<file path="config.mk">
export PLATFORM = sky130hd
export DESIGN_NAME = ctrl_relogio_flat
export DESIGN_NICKNAME = d
export VERILOG_FILES = /design/src/rtl/ctrl_relogio_if.sv /design/src/rtl/ctrl_relogio.sv /design/src/flat_wrapper.sv
export SDC_FILE = /design/constraint.sdc
export NUM_CORES = 1
export LEC_CHECK = 0
export ABC_AREA = 1
export ABC_CLOCK_PERIOD_IN_PS = 2300
export BUFFER_PORTS_ARGS = -buffer_cell sky130_fd_sc_hd__buf_2
export CELL_PAD_IN_SITES_DETAIL_PLACEMENT = 0
export CELL_PAD_IN_SITES_GLOBAL_PLACEMENT = 1
export CORE_MARGIN = 1.5
export CORE_UTILIZATION = 40
export DETAILED_ROUTE_END_ITERATION = 10
export PLACE_DENSITY_LB_ADDON = 0.1
export SETUP_SLACK_MARGIN = 0.15
export SLEW_MARGIN = 15
export SYNTH_ARGS = -nofsm -noshare
export SYNTH_HDL_FRONTEND = slang
export SYNTH_SLANG_ARGS = --single-unit
export TNS_END_PERCENT = 50
</file>
<file path="constraint.sdc">
create_clock -name ctrl_clock -period 2.3 [get_ports ctrl_clock]
set_input_delay 0.23 -clock ctrl_clock [delete_from_list [all_inputs] [get_ports ctrl_clock]]
set_output_delay 0.23 -clock ctrl_clock [all_outputs]
set_load 0.005 [all_outputs]
</file>
<file path="src/rtl/ctrl_relogio_if.sv">
// Signal bundle between the clock controller, the tick/button sources and the counter machines.
// The slave side is the controller; the master side drives ticks, buttons and carries.
interface ctrl_relogio_if;
    logic       ctrl_tick;
    logic       ctrl_btn_mode;
    logic       ctrl_btn_inc;
    logic       ctrl_sec_carry;
    logic       ctrl_min_carry;
    logic       ctrl_sec_enable;
    logic       ctrl_sec_clear;
    logic       ctrl_min_enable;
    logic       ctrl_hr_enable;
    logic [1:0] ctrl_mode;
    logic       ctrl_blink;

    modport master (
        output ctrl_tick, ctrl_btn_mode, ctrl_btn_inc, ctrl_sec_carry, ctrl_min_carry,
        input  ctrl_sec_enable, ctrl_sec_clear, ctrl_min_enable, ctrl_hr_enable,
               ctrl_mode, ctrl_blink
    );

    modport slave (
        input  ctrl_tick, ctrl_btn_mode, ctrl_btn_inc, ctrl_sec_carry, ctrl_min_carry,
        output ctrl_sec_enable, ctrl_sec_clear, ctrl_min_enable, ctrl_hr_enable,
               ctrl_mode, ctrl_blink
    );
endinterface

</file>
<file path="src/rtl/ctrl_relogio.sv">
// Run/set controller for the HH:MM:SS clock: forwards tick and carries in RUN,
// steps one field per inc press in SET_*, with auto-repeat and an inactivity timeout.
module ctrl_relogio #(
    parameter int REPEAT_DELAY  = 25_000_000,
    parameter int REPEAT_PERIOD = 5_000_000,
    parameter int TIMEOUT_S     = 30
) (
    input  logic          ctrl_clock,
    input  logic          ctrl_reset,
    ctrl_relogio_if.slave bus
);
    localparam int HW = $clog2(REPEAT_DELAY + 1);
    localparam int PW = $clog2(REPEAT_PERIOD + 1);
    localparam int TW = $clog2(TIMEOUT_S + 1);

    typedef enum logic [1:0] {RUN = 2'd0, SET_HR = 2'd1, SET_MIN = 2'd2, SET_SEC = 2'd3} state_t;
    state_t state, state_nx;

    logic          mode_s1, mode_s2, mode_h, mode_ev;
    logic          inc_s1, inc_s2, inc_h, inc_ev;
    logic          sec_carry_q, min_carry_q, sec_cev, min_cev;
    logic [HW-1:0] hold_cnt;
    logic [PW-1:0] per_cnt;
    logic          repeating, rpt_fire;
    logic [TW-1:0] to_cnt, to_nx;
    logic          blink, blink_nx;
    logic          sec_en_q, sec_clr_q, min_en_q, hr_en_q;
    logic          sec_en_nx, sec_clr_nx, min_en_nx, hr_en_nx;

    assign sec_cev  = bus.ctrl_sec_carry & ~sec_carry_q;
    assign min_cev  = bus.ctrl_min_carry & ~min_carry_q;
    // Hold counter waits for the first repeat, then the period counter takes over.
    assign rpt_fire = inc_s2 & (repeating ? (per_cnt == PW'(REPEAT_PERIOD))
                                          : (hold_cnt == HW'(REPEAT_DELAY)));

    assign bus.ctrl_sec_enable = sec_en_q;
    assign bus.ctrl_sec_clear  = sec_clr_q;
    assign bus.ctrl_min_enable = min_en_q;
    assign bus.ctrl_hr_enable  = hr_en_q;
    assign bus.ctrl_mode       = state;
    assign bus.ctrl_blink      = blink;

    always_ff @(posedge ctrl_clock) begin
        if (ctrl_reset) begin
            {mode_s1, mode_s2, mode_h, mode_ev} <= '0;
            {inc_s1, inc_s2, inc_h, inc_ev}     <= '0;
            {sec_carry_q, min_carry_q}          <= '0;
            hold_cnt  <= '0;
            per_cnt   <= '0;
            repeating <= 1'b0;
            state     <= RUN;
            to_cnt    <= '0;
            blink     <= 1'b0;
            {sec_en_q, sec_clr_q, min_en_q, hr_en_q} <= '0;
        end else begin
            mode_s1 <= bus.ctrl_btn_mode;
            mode_s2 <= mode_s1;
            mode_h  <= mode_s2;
            mode_ev <= mode_s2 & ~mode_h;
            inc_s1  <= bus.ctrl_btn_inc;
            inc_s2  <= inc_s1;
            inc_h   <= inc_s2;
            inc_ev  <= (inc_s2 & ~inc_h) | rpt_fire;
            sec_carry_q <= bus.ctrl_sec_carry;
            min_carry_q <= bus.ctrl_min_carry;
            if (!inc_s2) begin
                hold_cnt  <= '0;
                per_cnt   <= '0;
                repeating <= 1'b0;
            end else if (!repeating) begin
                if (rpt_fire) begin
                    repeating <= 1'b1;
                    per_cnt   <= PW'(1);
                end else begin
                    hold_cnt <= hold_cnt + HW'(1);
                end
            end else begin
                per_cnt <= rpt_fire ? PW'(1) : per_cnt + PW'(1);
            end
            state     <= state_nx;
            to_cnt    <= to_nx;
            blink     <= blink_nx;
            sec_en_q  <= sec_en_nx;
            sec_clr_q <= sec_clr_nx;
            min_en_q  <= min_en_nx;
            hr_en_q   <= hr_en_nx;
        end
    end

    always_comb begin
        state_nx   = state;
        to_nx      = to_cnt;
        blink_nx   = blink;
        sec_en_nx  = 1'b0;
        sec_clr_nx = 1'b0;
        min_en_nx  = 1'b0;
        hr_en_nx   = 1'b0;
        if (state == RUN) begin
            to_nx     = '0;
            blink_nx  = 1'b0;
            sec_en_nx = bus.ctrl_tick;
            min_en_nx = sec_cev;
            hr_en_nx  = min_cev;
            if (mode_ev) state_nx = SET_HR;
        end else begin
            if (bus.ctrl_tick) begin
                to_nx    = to_cnt + TW'(1);
                blink_nx = ~blink;
            end
            // Mode beats timeout beats inc; tick and carry events are dropped here.
            if (mode_ev) begin
                case (state)
                    SET_HR:  state_nx = SET_MIN;
                    SET_MIN: state_nx = SET_SEC;
                    default: state_nx = RUN;
                endcase
                to_nx    = '0;
                blink_nx = 1'b0;
            end else if (to_cnt == TW'(TIMEOUT_S)) begin
                state_nx = RUN;
                to_nx    = '0;
                blink_nx = 1'b0;
            end else if (inc_ev) begin
                to_nx = '0;
                case (state)
                    SET_HR:  hr_en_nx   = 1'b1;
                    SET_MIN: min_en_nx  = 1'b1;
                    default: sec_clr_nx = 1'b1;
                endcase
            end
        end
    end
endmodule
</file>
<file path="src/flat_wrapper.sv">
// flat-port wrapper written by rule: the top's interface ports become plain ports
module ctrl_relogio_flat 
#(
    parameter int REPEAT_DELAY  = 25_000_000,
    parameter int REPEAT_PERIOD = 5_000_000,
    parameter int TIMEOUT_S     = 30
)
  (ctrl_clock, ctrl_reset, bus_ctrl_tick, bus_ctrl_btn_mode, bus_ctrl_btn_inc, bus_ctrl_sec_carry, bus_ctrl_min_carry, bus_ctrl_sec_enable, bus_ctrl_sec_clear, bus_ctrl_min_enable, bus_ctrl_hr_enable, bus_ctrl_mode, bus_ctrl_blink);
  ctrl_relogio_if bus_i ();
  input  logic ctrl_clock;
  input  logic ctrl_reset;
  input wire logic [$bits(bus_i.ctrl_tick)-1:0] bus_ctrl_tick;
  input wire logic [$bits(bus_i.ctrl_btn_mode)-1:0] bus_ctrl_btn_mode;
  input wire logic [$bits(bus_i.ctrl_btn_inc)-1:0] bus_ctrl_btn_inc;
  input wire logic [$bits(bus_i.ctrl_sec_carry)-1:0] bus_ctrl_sec_carry;
  input wire logic [$bits(bus_i.ctrl_min_carry)-1:0] bus_ctrl_min_carry;
  output wire logic [$bits(bus_i.ctrl_sec_enable)-1:0] bus_ctrl_sec_enable;
  output wire logic [$bits(bus_i.ctrl_sec_clear)-1:0] bus_ctrl_sec_clear;
  output wire logic [$bits(bus_i.ctrl_min_enable)-1:0] bus_ctrl_min_enable;
  output wire logic [$bits(bus_i.ctrl_hr_enable)-1:0] bus_ctrl_hr_enable;
  output wire logic [$bits(bus_i.ctrl_mode)-1:0] bus_ctrl_mode;
  output wire logic [$bits(bus_i.ctrl_blink)-1:0] bus_ctrl_blink;
  assign bus_i.ctrl_tick = bus_ctrl_tick;
  assign bus_i.ctrl_btn_mode = bus_ctrl_btn_mode;
  assign bus_i.ctrl_btn_inc = bus_ctrl_btn_inc;
  assign bus_i.ctrl_sec_carry = bus_ctrl_sec_carry;
  assign bus_i.ctrl_min_carry = bus_ctrl_min_carry;
  assign bus_ctrl_sec_enable = bus_i.ctrl_sec_enable;
  assign bus_ctrl_sec_clear = bus_i.ctrl_sec_clear;
  assign bus_ctrl_min_enable = bus_i.ctrl_min_enable;
  assign bus_ctrl_hr_enable = bus_i.ctrl_hr_enable;
  assign bus_ctrl_mode = bus_i.ctrl_mode;
  assign bus_ctrl_blink = bus_i.ctrl_blink;
  ctrl_relogio #(.REPEAT_DELAY(REPEAT_DELAY), .REPEAT_PERIOD(REPEAT_PERIOD), .TIMEOUT_S(TIMEOUT_S)) u_core (.ctrl_clock(ctrl_clock), .ctrl_reset(ctrl_reset), .bus(bus_i));
endmodule
</file>
# ---- Word-level counts from Yosys, hierarchy flattened
# Index checks and enable logic that the tools add are counted.
dict set report totals {
  register_bits 71
  inputBits 7
  word_cells 78
}
dict set report classes {
  add_sub_neg 3
  n_eq_ne 6
  mux 22
  bitwise 16
  n_reduce_logical 11
}
# op n
set ops {}
lappend ops {{$mux 23} 3}
lappend ops {{$add 25x1->25 const B} 1}
lappend ops {{$eq 25x25->1 const B} 1}
lappend ops {{$add 23x1->23 const B} 1}
lappend ops {{$eq 23x23->1 const B} 1}
lappend ops {{$mux 1} 14}
lappend ops {{$not 1->1} 10}
lappend ops {{$reduce_or 5->1} 2}
lappend ops {{$mux 2} 4}
lappend ops {{$reduce_or 2->1} 3}
lappend ops {{$add 5x1->5 const B} 1}
lappend ops {{$and 1x1->1} 5}
lappend ops {{$eq 5x5->1 const B} 1}
lappend ops {{$pmux 2 s2} 1}
lappend ops {{$reduce_and 2->1} 2}
lappend ops {{$reduce_bool 2->1} 2}
lappend ops {{$reduce_or 4->1} 1}
lappend ops {{$eq 2x1->1 const B} 1}
lappend ops {{$eq 2x2->1 const B} 1}
lappend ops {{$logic_not 2->1} 1}
lappend ops {{$ne 2x1->1 const B} 1}
lappend ops {{$or 1x1->1} 1}

# ---- Logic depth before layout (Yosys ltp)
# Gate-level depths: netlist of run 1.
dict set report logic_depth {
  ltp_word 6
  depth_mapped 13
  mapped_depth_nobuf 13
}

# ---- Least setup slack after synthesis of run 1
# OpenSTA, ideal clock, no wires.
dict set report synth_timing {
  path_type {register -> register}
  startpoint {register u_core.hold_cnt[0]}
  endpoint {register u_core.hold_cnt[15]}
  arrival_ps 1521
  t_required_ps 2234
  slack_ps 713
  path_stages_with_launch 13
  path_buffers 1
  path_cell_list {dfxtp_1 -> inv_1 -> ha_1 -> nand2_1 -> inv_1 -> nand2_1 -> nor2_2 -> nand2_1 -> nor2_1 -> a21oi_2 -> buf_2 -> nand2_1 -> a21oi_2}
}
dict set report synth_via {
  elab_chain_len 5
  elab_cells_between_ends 6
}
# element line
set synth_lines {}
lappend synth_lines {{start: declaration} ctrl_relogio.sv:22} ;# logic [HW-1:0] hold_cnt;
lappend synth_lines {{start signal: assignment} ctrl_relogio.sv:75} ;# hold_cnt <= hold_cnt + HW'(1);
lappend synth_lines {{parallel branches: the longest is 5 deep, another holds $add 25x1->25} n/a}
# Several ways; the timed one is not identified.
# A chain may end at the register's enable or synchronous reset.

# ---- Final worst setup path of run 1
dict set report layout_timing {
  startpoint {register u_core.hold_cnt[0]}
  endpoint {register u_core.hold_cnt[6]}
}
# The elaborated chain is that of the path after synthesis.

==> results.json, run 1 <==
{
  "num_rows": 35,
  "crit_family": "compound AO/OA/AOI/OAI gates",
  "vias": 3558,
  "cpPeakStageDelay_ps": 380,
  "grt_pass1_wl_um": 16200,
  "grt_max_degree": 25,
  "antenna-diode-count": 0,
  "p_leak_nw": 1.54,
  "hold_violations": 0,
  "critical_path_class": "reg2reg",
  "grt_overflow": 0,
  "ios": 14,
  "avgSynthCellArea_um2": 6.61,
  "rsz0062_at_grt": "false",
  "finClkSkew_ps": 10.6,
  "ctsResizeCount": 0,
  "path_clk_slew_ps": 90,
  "grt_pass1_vias": 3322,
  "final_layout_size_suffix_gt1_frac": 0.114,
  "nFillCells": 1019,
  "fp.dieH_um": 102,
  "firstDrtPassIters": 5,
  "worstPathCellList": "inv_1, ha_1, nand2_1, inv_1, nand2_1, nor2_2, nand3_2, o21ai_4, buf_12, nand2_1, a21oi_1",
  "coreArea_um2": 9370,
  "dr.first_iter.drc_count": 184,
  "cap_viol_max_count": 0,
  "syn-instance-count": 592,
  "slowest_stage": "dfxtp_1",
  "synth_area_leaders": "dfxtp_1 (36%), nand2_1 (16%), nor2_1 (11%), inv_1 (6.5%), nand3_1 (4.7%)",
  "antenna_left": 0,
  "holdWs_ps": 89.5,
  "grt.total_usage": 0.199,
  "end_kind": "flop",
  "cts-root-buf": "clkbuf_8",
  "synth_edf_count": 0,
  "cts_max_level": 3,
  "cts_tree": "done",
  "netlist_area_um2": 3910,
  "synth-seq-cells": 71,
  "seq_area_frac_synth": 0.363,
  "drc_errors": 0,
  "wl_per_cell_um": 12.6,
  "period_needed_ps": 1890,
  "numCtsBuffers": 9,
  "syn-num-nets": 608,
  "stdcell_count": 751,
  "worstSetupStartpointType": "flop",
  "cp.required_ps": 2570,
  "synth_area_leader_cell": "dfxtp_1",
  "place_inst": 731,
  "synth.top_cell.area_share": 0.363,
  "async_reset_ff_frac": 0,
  "power_mw": 2.22,
  "antenna_found_initial": 0,
  "vias_per_cell": 4.74,
  "drv_slew": 0,
  "status": "finished, final reports clean",
  "clk_path_buf_depth": 2,
  "timing.critical_path.mode_cell": "nand2_1",
  "finalCritPeriodShare": 0.822,
  "nets": 633,
  "cp_max_fo": 19,
  "ys.flop_type": "dfxtp_1",
  "initial_core_util": 0.418,
  "arrival_ps": 2160,
  "clk_latency_ps": 350,
  "die_x_um": 102,
  "setup_viol": 0,
  "relSlewSlack": 0.639,
  "gp_congestion": 0.855,
  "port_buffers": 13,
  "cts.sinks": 71,
  "die_area_um2": 10400,
  "path_buf_inv": 3,
  "fmaxAchievable_mhz": 529,
  "drt-total-wl_um": 9440,
  "yosysWarningCount": 0,
  "dpl.hpwl_um": 7010,
  "power_density_nw_per_um2": 509,
  "hold_path.class": "in2reg",
  "worst_pin_slew_ps": 537,
  "netlist-cell-type-count": 31,
  "syn2layout_area_growth_pct": 11.4,
  "vdd_ir_drop_max_mv": 0.245,
  "final.setup.tns_ps": 0
}
stage by stage:
step                setup slack [ps]  instance area [um2]  utilization
finish                           410                 4360        0.465
global route                     161                 4360        0.465
CTS                              384                 4330        0.462
detailed placement               402                 4160        0.443
global placement                 433                 4160        0.443
floorplan                        713                 3910            -
flip-flops by register name, summed over array words and instances (netlist names), 2 cells and up:
name,flops
u_core.hold_cnt,25
u_core.per_cnt,23
u_core.to_cnt,5
u_core.bus.ctrl_mode,2
cells in the mapped netlist (2+ instances only):
master    instances
nand4_1          14
nand3_2           2
inv_1            68
o21ai_0           3
a21oi_1          17
clkinv_1          2
xor2_1           19
nor4_1            2
nor3_1           15
nand2_1         163
nand3_1          37
o41ai_1           2
xnor2_1           5
ha_1              9
a21oi_2          16
nand2_2           5
nor2_2            6
o21ai_1           3
buf_6             2
dfxtp_1          71
buf_2             5
nand3b_1          6
clkbuf_1          2
nor2_1          111
cells in the final DEF, fill, tap and decap left out, types with 2 or more instances in the layout:
| master | count |
|---|---|
| buf_12 | 2 |
| o21ai_0 | 3 |
| nor2_2 | 6 |
| ha_1 | 9 |
| nor4_1 | 2 |
| o41ai_1 | 2 |
| xor2_1 | 19 |
| nand2_2 | 5 |
| xnor2_1 | 5 |
| inv_1 | 68 |
| clkinv_1 | 2 |
| nand3_2 | 2 |
| clkinv_4 | 4 |
| buf_2 | 13 |
| dfxtp_1 | 71 |
| clkbuf_8 | 9 |
| nor3_1 | 15 |
| a21oi_2 | 16 |
| o21ai_1 | 3 |
| a21oi_1 | 17 |
| buf_4 | 9 |
| nand3b_1 | 6 |
| nand2_1 | 163 |
| nand4_1 | 14 |
| nand3_1 | 37 |
| nor2_1 | 111 |
what timing repair did:
| action | 4_1_cts | 5_1_grt |
|---|---|---|
| hold buffers | 0 | 0 |
| endpoints found under the setup margin | 0 | 2 |
| buffers inserted | 0 | 4 |
where the power goes:
| part | internal (mW) | switching (mW) |
|---|---|---|
| Clock | 0.398 | 0.526 |
| Sequential | 1.24 | 0.00586 |
| Combinational | 0.0189 | 0.0309 |
cell families (layout without fill, tap and decap cells):
family          after synthesis  after routing  synth area share
simple gates                362            362             0.391
fa+ha+maj                     9              9            0.0288
compound gates               45             45            0.0796
buf+inv                      81            111            0.0841
flops                        71             71             0.363
xor+xnor                     24             24            0.0537
cell type report:
type	instances	area [um2]	share of cell area
Clock inverter	6	47.5	0.0109
Sequential cell	71	1420	0.326
Tap cell	129	161	0.0370
Timing Repair Buffer	24	173	0.0396
Inverter	71	267	0.0611
Multi-Input combinational cell	440	2160	0.496
Clock buffer	10	128	0.0293
worst paths after layout:
check,startpoint,end,cells past startpoint,slack [ps]
worst max register to register,u_core.hold_cnt[0]$_SDFFE_PP0P_,u_core.hold_cnt[6]$_SDFFE_PP0P_,11,410
worst min-delay path,bus_ctrl_btn_inc,u_core.inc_s1$_SDFF_PP0_,3,90
worst max-delay path,u_core.hold_cnt[0]$_SDFFE_PP0P_,u_core.hold_cnt[6]$_SDFFE_PP0P_,11,410
worst min register to register,u_core.mode_s1$_SDFF_PP0_,u_core.mode_s2$_SDFF_PP0_,2,400
worst min-delay path, delay by kind of cell:
kind	cells	cell delay (ps)
buffers and inverters	2	130
and+or+nand+nor	1	40
metal layers:
metal / track usage / up-vias / routed length (um)
li1: - / 1907 / -
met1: 0.303 / 1583 / 5320
met2: 0.285 / 59 / 3690
met3: 0.0294 / 9 / 303
met4: 0.0674 / 0 / 134
met5: 0 / - / 0
Power figures use the tool's default switching activity.
==> run 2: changes to the inputs <==
--- a/config.mk
+++ b/config.mk
@@ -6,7 +6,7 @@
 export NUM_CORES = 1
 export LEC_CHECK = 0
 export ABC_AREA = 1
-export ABC_CLOCK_PERIOD_IN_PS = 2300
+export ABC_CLOCK_PERIOD_IN_PS = 1950
 export BUFFER_PORTS_ARGS = -buffer_cell sky130_fd_sc_hd__buf_2
 export CELL_PAD_IN_SITES_DETAIL_PLACEMENT = 0
 export CELL_PAD_IN_SITES_GLOBAL_PLACEMENT = 1
==> constraint.sdc (replaced) <==
create_clock -name ctrl_clock -period 1.95 [get_ports ctrl_clock]
set_input_delay 0.195 -clock ctrl_clock [delete_from_list [all_inputs] [get_ports ctrl_clock]]
set_output_delay 0.195 -clock ctrl_clock [all_outputs]
set_load 0.005 [all_outputs]
==> results.json, run 2 (synthesis gave the netlist of run 1 again) <==
{
  "worst_pin_slew_ps": 498,
  "cts.sinks": 71,
  "nets": 648,
  "cts-root-buf": "clkbuf_8",
  "firstDrtPassIters": 4,
  "place_inst": 740,
  "hold_violations": 0,
  "vias": 3703,
  "gp_congestion": 0.852,
  "wl_per_cell_um": 13.1,
  "status": "finished, final reports clean",
  "grt_max_degree": 28,
  "p_sw_uw": 706,
  "wl_met1_um": 5300,
  "layout_common_cells": "nand2_1 (161), nor2_1 (105), inv_1 (65)",
  "antenna-diode-count": 0,
  "fp.dieH_um": 102,
  "finalCritPeriodShare": 0.875,
  "syn2layout_area_growth_pct": 18.0,
  "drt-total-wl_um": 10100,
  "largest_reg_flops": 25,
  "die_x_um": 102,
  "pwr-share-comb": 0.023,
  "grt_pass1_vias": 3348,
  "ctsHoldBuffers": 0,
  "ios": 14,
  "hold_path.class": "in2reg",
  "numCtsBuffers": 9,
  "antenna_left": 0,
  "worstPathCellList": "inv_4, ha_4, nand2_2, inv_2, nand2_2, nor2_4, nand3_2, o21ai_4, clkbuf_16, nand2_1, a21oi_1",
  "pwr-share-clk": 0.429,
  "setup_viol": 0,
  "dr.first_iter.drc_count": 155,
  "slowest_stage": "dfxtp_4",
  "initial_core_util": 0.418,
  "coreArea_um2": 9370,
  "vias_per_cell": 4.83,
  "rsz0062_at_grt": "true",
  "grt_overflow": 0,
  "num_rows": 35,
  "cts_max_level": 3,
  "reg.largest.list": "u_core.hold_cnt: 25 flops, u_core.per_cnt: 23 flops, u_core.to_cnt: 5 flops",
  "timing.critical_path.mode_cell": "nand2_2",
  "drc_errors": 0,
  "grt_pass1_wl_um": 16300,
  "path_clk_slew_ps": 90,
  "final_layout_size_suffix_gt1_frac": 0.176,
  "worstSetupStartpointType": "flop",
  "vdd_ir_drop_max_mv": 0.382,
  "nFillCells": 992,
  "arrival_ps": 1990,
  "cp_max_fo": 7,
  "clk_path_buf_depth": 2,
  "switching_share": 0.264,
  "cp.required_ps": 2240,
  "wl_met2_um": 4200,
  "cts_tree": "done",
  "critical_path_class": "reg2reg",
  "finClkSkew_ps": 13.1,
  "stdcell_count": 766,
  "p_leak_nw": 1.65,
  "top_layer": "met4",
  "internal_power_mw": 1.97,
  "end_kind": "flop",
  "die_area_um2": 10400,
  "port_buffers": 13,
  "antenna_found_initial": 0,
  "dpl.hpwl_um": 7050,
  "period_needed_ps": 1710,
  "fmaxAchievable_mhz": 586,
  "route.met3.wl_um": 484,
  "grt.total_usage": 0.201,
  "relSlewSlack": 0.668,
  "power_density_nw_per_um2": 580,
  "drv_slew": 0,
  "crit_family": "compound AO/OA/AOI/OAI gates",
  "final.setup.tns_ps": 0,
  "seq_power_share": 0.547,
  "path_buf_inv": 3,
  "largest_register": "u_core.hold_cnt",
  "clk_latency_ps": 350,
  "final_common_cell": "nand2_1",
  "cap_viol_max_count": 0,
  "cpPeakStageDelay_ps": 370
}
-- run 2: cell types whose count changed in the layout (fill, tap and decap cells not counted), moves of 3 or more --
cell | before | now
buf_4 | 9 | 20
dfxtp_1 | 71 | 63
dfxtp_2 | 0 | 6
nor2_1 | 111 | 105
nor2_2 | 6 | 10
a21oi_1 | 17 | 14
a21oi_2 | 16 | 19
clkinv_4 | 4 | 1
inv_1 | 68 | 65
inv_6 | 0 | 3
-- run 2: per-layer routing --
metal  track usage  vias up
met1         0.309     1659
met5             0        -
met2         0.286       93
met4        0.0485        0
met3        0.0376        7
li1              -     1944
-- run 2: layout make-up --
cell class              instances  area (um2)  area share
inverters                      71         272      0.0588
flip-flops and latches         71        1440       0.311
clock inverters                 7        61.3      0.0133
multi-input cells             440        2230       0.482
well taps                     129         161      0.0349
clock buffers                   9         124      0.0268
repair buffers                 39         337      0.0729
-- run 2: power groups by stage --
| stage | Combinational [mW] | Clock (mW) | Sequential, mW |
|---|---|---|---|
| after floorplan | 0.0327 | 0 | 1.50 |
| after global placement | 0.0592 | 0 | 1.50 |
| after detailed placement | 0.0594 | 0 | 1.50 |
| after CTS | 0.0597 | 1.20 | 1.47 |
| after global routing | 0.0728 | 1.26 | 1.47 |
| final | 0.0628 | 1.15 | 1.47 |
-- run 2: stage by stage --
step | power, mW | cell area, um2 | utilization | worst slack [ps] | hold WS, ps
6_report | 2.68 | 4620 | 0.493 | 244 | 40.3
3_3_place_gp | 1.56 | 4240 | 0.452 | 305 | 378
2_1_floorplan | 1.53 | 3910 | - | 363 | 273
3_5_place_dp | 1.56 | 4240 | 0.452 | 261 | 386
4_1_cts | 2.73 | 4420 | 0.472 | 246 | 20.9
5_1_grt | 2.80 | 4620 | 0.493 | 102 | 26.4
-- run 2: final timing paths --
| path | from | slack, ps | cells past startpoint | endpoint |
|---|---|---|---|---|
| worst max-delay path | u_core.hold_cnt[1]$_SDFFE_PP0P_ | 240 | 11 | u_core.hold_cnt[9]$_SDFFE_PP0P_ |
| worst min-delay path | bus_ctrl_btn_mode | 40 | 3 | u_core.mode_s1$_SDFF_PP0_ |
| worst max register to register | u_core.hold_cnt[1]$_SDFFE_PP0P_ | 240 | 11 | u_core.hold_cnt[9]$_SDFFE_PP0P_ |
| worst min register to register | u_core.mode_h$_SDFF_PP0_ | 400 | 1 | u_core.mode_ev$_SDFF_PP0_ |
-- run 2: timing repair --
| action | in CTS | in global routing |
|---|---|---|
| resized for setup | 0 | 32 |
| setup buffers | 0 | 7 |
| setup endpoints to repair | 0 | 31 |
-- run 2: worst reg2reg max path, cell delays in order (launching register included) --
cell and delay, ps:
dfxtp_4 370, inv_4 60, ha_4 130, nand2_2 50, inv_2 50, nand2_2 60
nor2_4 120, nand3_2 100, o21ai_4 300, clkbuf_16 220, nand2_1 50, a21oi_1 140
